--- config.mk ---
export PLATFORM = sky130hd
export DESIGN_NAME = rw_command_arbiter
export DESIGN_NICKNAME = d
export VERILOG_FILES = /design/src/rtl/rw_command_arbiter.sv
export SDC_FILE = /design/constraint.sdc
export NUM_CORES = 1
export LEC_CHECK = 0
export ABC_AREA = 1
export BUFFER_PORTS_ARGS = -buffer_cell sky130_fd_sc_hd__buf_2
export CAP_MARGIN = 20
export CORE_ASPECT_RATIO = 1.75
export CORE_MARGIN = 2
export CORE_UTILIZATION = 45
export CTS_BUF_LIST = sky130_fd_sc_hd__clkbuf_8
export DETAILED_ROUTE_END_ITERATION = 8
export GPL_ROUTABILITY_DRIVEN = 0
export PLACE_DENSITY = 0.76
export SLEW_MARGIN = 10
export SYNTH_ARGS = -nofsm -noshare
export SYNTH_HDL_FRONTEND = slang
export SYNTH_SLANG_ARGS = --single-unit
--- constraint.sdc ---
create_clock -name i_clk -period 1.6 [get_ports i_clk]
set_input_delay 0.16 -clock i_clk [delete_from_list [all_inputs] [get_ports i_clk]]
set_output_delay 0.16 -clock i_clk [all_outputs]
set_load 0.01 [all_outputs]
--- src/rtl/rw_command_arbiter.sv ---
// rw_command_arbiter: merges frontend reads with buffered writes into one registered command stream, with turnaround bubbles.
// Optional RW_ARB_OPPORTUNISTIC_WRITE_EN drains writes after IDLE_WRITE_DELAY read-idle cycles.
module rw_command_arbiter #(
  parameter int DATA_WIDTH       = 32,
  parameter int TURNAROUND       = 2,
  parameter int IDLE_WRITE_DELAY = 8
) (
  input  logic                  i_clk,
  input  logic                  i_rst,
  input  logic                  i_rd_valid,
  input  logic [DATA_WIDTH-1:0] i_rd_data,
  output logic                  o_rd_ready,
  input  logic [DATA_WIDTH-1:0] i_wfifo_data,
  input  logic                  i_wfifo_empty,
  input  logic                  i_write_flush,
  output logic                  o_wfifo_rd_en,
  output logic                  o_cmd_valid,
  output logic [DATA_WIDTH-1:0] o_cmd_data,
  output logic                  o_cmd_is_write,
  input  logic                  i_cmd_ready,
  output logic [1:0]            o_state
);
  typedef enum logic [1:0] {READ = 2'd0, TURN_W = 2'd1, WRITE = 2'd2, TURN_R = 2'd3} state_t;
  localparam int TW = TURNAROUND > 0 ? $clog2(TURNAROUND + 1) : 1;
  localparam logic [TW-1:0] TMAX = TW'(TURNAROUND);
  if (IDLE_WRITE_DELAY < 1 || TURNAROUND < 0) begin : g_param_check
    $error("rw_command_arbiter: IDLE_WRITE_DELAY must be >= 1 and TURNAROUND >= 0");
  end
  state_t state_q, state_d;
  logic [TW-1:0] turn_q, turn_d;
  logic cmd_valid_q, cmd_valid_d, cmd_is_write_q, cmd_is_write_d;
  logic [DATA_WIDTH-1:0] cmd_data_q, cmd_data_d;
  logic out_free, switch_w, go_w, exit_w, turn_done, rd_acc, pop;
  assign out_free      = !cmd_valid_q || i_cmd_ready;
  assign switch_w      = i_write_flush && !i_wfifo_empty;
  assign turn_done     = (TURNAROUND == 0) || (turn_q == TW'(TURNAROUND - 1));
  assign o_rd_ready    = !i_rst && state_q == READ && out_free && !switch_w;
  assign o_wfifo_rd_en = !i_rst && state_q == WRITE && out_free && !i_wfifo_empty;
  assign rd_acc        = o_rd_ready && i_rd_valid && !go_w;
  assign pop           = o_wfifo_rd_en;
`ifdef RW_ARB_OPPORTUNISTIC_WRITE_EN
  localparam int IW = $clog2(IDLE_WRITE_DELAY + 1);
  localparam logic [IW-1:0] IMAX = IW'(IDLE_WRITE_DELAY);
  logic [IW-1:0] idle_q, idle_d;
  logic opp_q, opp_d, go_opp;
  // Opportunistic drain only fires on a read-idle cycle, so it never races a read accept.
  assign go_opp = state_q == READ && idle_q == IMAX && !i_wfifo_empty && !i_rd_valid;
  assign go_w   = switch_w || go_opp;
  assign exit_w = i_wfifo_empty || ((opp_q && !i_write_flush) ? i_rd_valid : !i_write_flush);
  always_comb begin
    idle_d = (state_d != state_q || i_rd_valid) ? '0 : (idle_q == IMAX ? idle_q : idle_q + IW'(1));
    opp_d  = (go_opp && !switch_w) ? 1'b1 : ((i_write_flush || state_d == READ) ? 1'b0 : opp_q);
  end
  always_ff @(posedge i_clk or posedge i_rst) begin
    if (i_rst) begin
      idle_q <= '0;
      opp_q  <= 1'b0;
    end else begin
      idle_q <= idle_d;
      opp_q  <= opp_d;
    end
  end
`else
  assign go_w   = switch_w;
  assign exit_w = !i_write_flush || i_wfifo_empty;
`endif
  always_comb begin
    state_d = state_q;
    unique case (state_q)
      READ:   if (go_w) state_d = (TURNAROUND == 0) ? WRITE : TURN_W;
      TURN_W: if (turn_done) state_d = WRITE;
      WRITE:  if (exit_w) state_d = (TURNAROUND == 0) ? READ : TURN_R;
      TURN_R: if (turn_done) state_d = READ;
    endcase
  end
  always_comb begin
    turn_d         = (state_d != state_q) ? '0 : (turn_q == TMAX ? turn_q : turn_q + TW'(1));
    cmd_valid_d    = out_free ? (rd_acc || pop) : cmd_valid_q;
    cmd_is_write_d = out_free ? pop : cmd_is_write_q;
    cmd_data_d     = !out_free ? cmd_data_q : (pop ? i_wfifo_data : (rd_acc ? i_rd_data : cmd_data_q));
  end
  always_ff @(posedge i_clk or posedge i_rst) begin
    if (i_rst) begin
      state_q        <= READ;
      turn_q         <= '0;
      cmd_valid_q    <= 1'b0;
      cmd_is_write_q <= 1'b0;
      cmd_data_q     <= '0;
    end else begin
      state_q        <= state_d;
      turn_q         <= turn_d;
      cmd_valid_q    <= cmd_valid_d;
      cmd_is_write_q <= cmd_is_write_d;
      cmd_data_q     <= cmd_data_d;
    end
  end
  assign o_cmd_valid    = cmd_valid_q;
  assign o_cmd_data     = cmd_data_q;
  assign o_cmd_is_write = cmd_is_write_q;
  assign o_state        = state_q;
endmodule

==> impl_metrics.csv <==
group,metric,value,unit
global_routing,gr-usage-all-layers,22.54,%
logic_synthesis,syn_area_per_cell,7.114,um^2
route,wl,6077,um
pwr,power_density,1496,nW/um^2
clock_network,cts_tree,"done",
die,io_pins,108,
worst_setup_path,crit_path_max_fanout,8,
global_routing,antenna_found_initial,0,
logic_synthesis,ys_ff_latch,38,
sta,rsz0062_at_grt,"true",
die,core_area,4444,um^2
sta,whs,0.1398,ns
clock_network,numCtsBuffers,5,
worst_hold_path,hp-class,"primary input to flop",
clock_network,clock_latency,0.29,ns
finish,seq_area,952.2,um^2
die,die_h,94.04,um
logic_synthesis,syn_nets,365,
pwr,leakagePower,1.809,nW
finish,final_nets,484,
placed_design,hpwl,4292,um
clock_network,cts-root-buf,"clkbuf_8",
sta,fin_crit_sh,97.53,%
finish,area_growth,41.00,%
logic_synthesis,netlist.area_leader.share,45.62,%
die,rows,32,
sta,maxSlewViolCount,0,
die,start_util,46.90,%
die,die-area,5214,um^2
finish,fill_cells,436,
worst_setup_path,cp.arrival,1.40,ns
global_routing,grt_max_degree,38,
route,drc,0,
pwr,ir_worst_vdd,959.4,uV
global_routing,grt_pass1_vias,2181,
clock_network,clk_pin_slew_worst_paths,0.07,ns
route,num_vias,2334,
logic_synthesis,yosysWarnings,0,
route,viasPerCell,5.030,
sta,timing.slew.headroom,79.49,%
sta,max_freq,640.9,MHz
logic_synthesis,yosysTopAreaCell,"dfrtp_1",
worst_setup_path,end_kind,"primary output",
die,die_w,55.45,um
logic_synthesis,synth_area,2084,um^2
finish,layout-drive-gt1-share,36.08,%
global_routing,grt_pass1_wl,9411,um
sta,worst_slew_pin_slew,0.3076,ns
route,drt-initial-drc-count,93,
worst_setup_path,cp.required,1.44,ns
sta,hold_viol,0,
worst_setup_path,critPathKind,"flop to primary output",
route,ant_nets,0,
route,avgRoutedWirePerCell,13.10,um
worst_setup_path,startpoint_type,"flop",
status,status,"complete, no violations",
sta,clock_skew,0.004031,ns
pwr,total_power,4.397,mW
sta,setup_viol,0,
logic_synthesis,synth_cell_type_count,19,
placed_design,portBuffers,107,
route,firstDrtPassIters,4,
clock_network,clk_path_buf_depth,2,
run,drv_cap,0,
logic_synthesis,ys_top_cells_by_area,"dfrtp_1, nand2_1, nand3_1",
logic_synthesis,synth_seq_area_share,45.62,%
finish,multi_input_area,1002,um^2
logic_synthesis,syn_inst,293,
clock_network,htree_levels,2,
global_routing,gr-total-overflow,0,
finish,insertedDiodeCount,0,
clock_network,clock-sinks,38,
sta,period_minus_slack,1.560,ns
-- timing repair --
action / in CTS / in global routing
hold buffers: 1 / 0
endpoints found under the hold margin: 38 / 0
endpoints found under the setup margin: 2 / 2
pin swaps: 1 / 3
buffers inserted: 2 / 7
resized for setup: 2 / 5
cloned: 0 / 2
-- metal layers --
metal	routed length [um]	track usage, %	vias up
met5	0	0	-
met4	206	10.98	0
met3	258	3.581	17
met2	3387	41.67	73
met1	2225	24.51	1081
li1	-	-	1163
-- power breakdown --
part	total [mW]	switching [mW]	leakage [nW]	internal, mW
Combinational	1.96	1.10	1.27	0.857
Sequential	1.63	0.248	0.479	1.38
Clock	0.807	0.348	0.0579	0.459
Total	4.40	1.70	1.81	2.70
-- critical path, stage by stage (launching register included) --
cell and delay (ns):
dfrtp_2 0.44, a21oi_4 0.27, nand2_4 0.11, buf_12 0.15, inv_2 0.03, buf_2 0.11
-- final cells by class --
type	count	share of cell area [%]
tap	51	2.171
clock inverter	3	1.362
multi-input combinational	227	34.10
timing repair buffer	131	26.48
inverter	9	1.149
clock buffer	5	2.341
sequential	38	32.40
-- state kept, by name, indices dropped and copies added, names as in the netlist --
register and count:
turn_q 2, o_cmd_valid 1, o_cmd_is_write 1, o_cmd_data 32, o_state 2
-- cells in the mapped netlist, drive strengths merged --
| cell | number |
|---|---|
| nand2 | 140 |
| nand3 | 68 |
| dfrtp | 38 |
| buf | 14 |
| nor2 | 12 |
| inv | 9 |
| clkbuf | 5 |
| a21oi | 2 |
| ha | 2 |
| o21ai | 1 |
| or2 | 1 |
| xor2 | 1 |
-- metrics by stage --
stage	std cells	utilization [%]	setup TNS, ns	area (um^2)	setup slack [ns]
floorplan	293	-	0	2085	0.2211
global placement	444	60.33	0	2681	0.2424
detailed placement	444	60.33	0	2681	0.1682
CTS	455	63.51	-0.001833	2823	-0.001833
global route	464	66.13	-0.09571	2939	-0.03109
finish	464	66.13	0	2939	0.03957
-- worst paths after layout --
kind | depth (start not counted) | to | start | slack, ns
max reg2reg | 7 | o_cmd_data[12] | o_cmd_valid | 0.08
min in group asynchronous | 4 | o_cmd_data[8] | i_rst | 0.46
min | 4 | o_cmd_is_write | i_cmd_ready | 0.14
max in group asynchronous | 4 | o_cmd_valid | i_rst | 0.82
min reg2reg | 2 | o_cmd_data[24] | o_cmd_data[24] | 0.50
max | 5 | o_wfifo_rd_en | o_cmd_valid | 0.04
-- logic make-up after synthesis --
logic type	share of synthesized area [%]
AO/OA/AOI/OAI	1.260
buffers and inverters	6.663
XOR/XNOR	0.4202
AND/OR/NAND/NOR	44.84
adder cells (fa/ha/maj)	1.200
flip-flops	45.62
-- cell usage in the layout, fill, tap and decap left out, drive strengths merged --
| cell type | n |
|---|---|
| nand2 | 140 |
| buf | 128 |
| nand3 | 68 |
| dfrtp | 38 |
| nor2 | 12 |
| inv | 9 |
| clkbuf | 7 |
| ha | 2 |
| clkinv | 2 |
| a21oi | 2 |
| or2 | 1 |
| o21ai | 1 |
| xor2 | 1 |
| bufinv | 1 |
| dlygate4sd3 | 1 |
(Power assumes the default switching activity.)
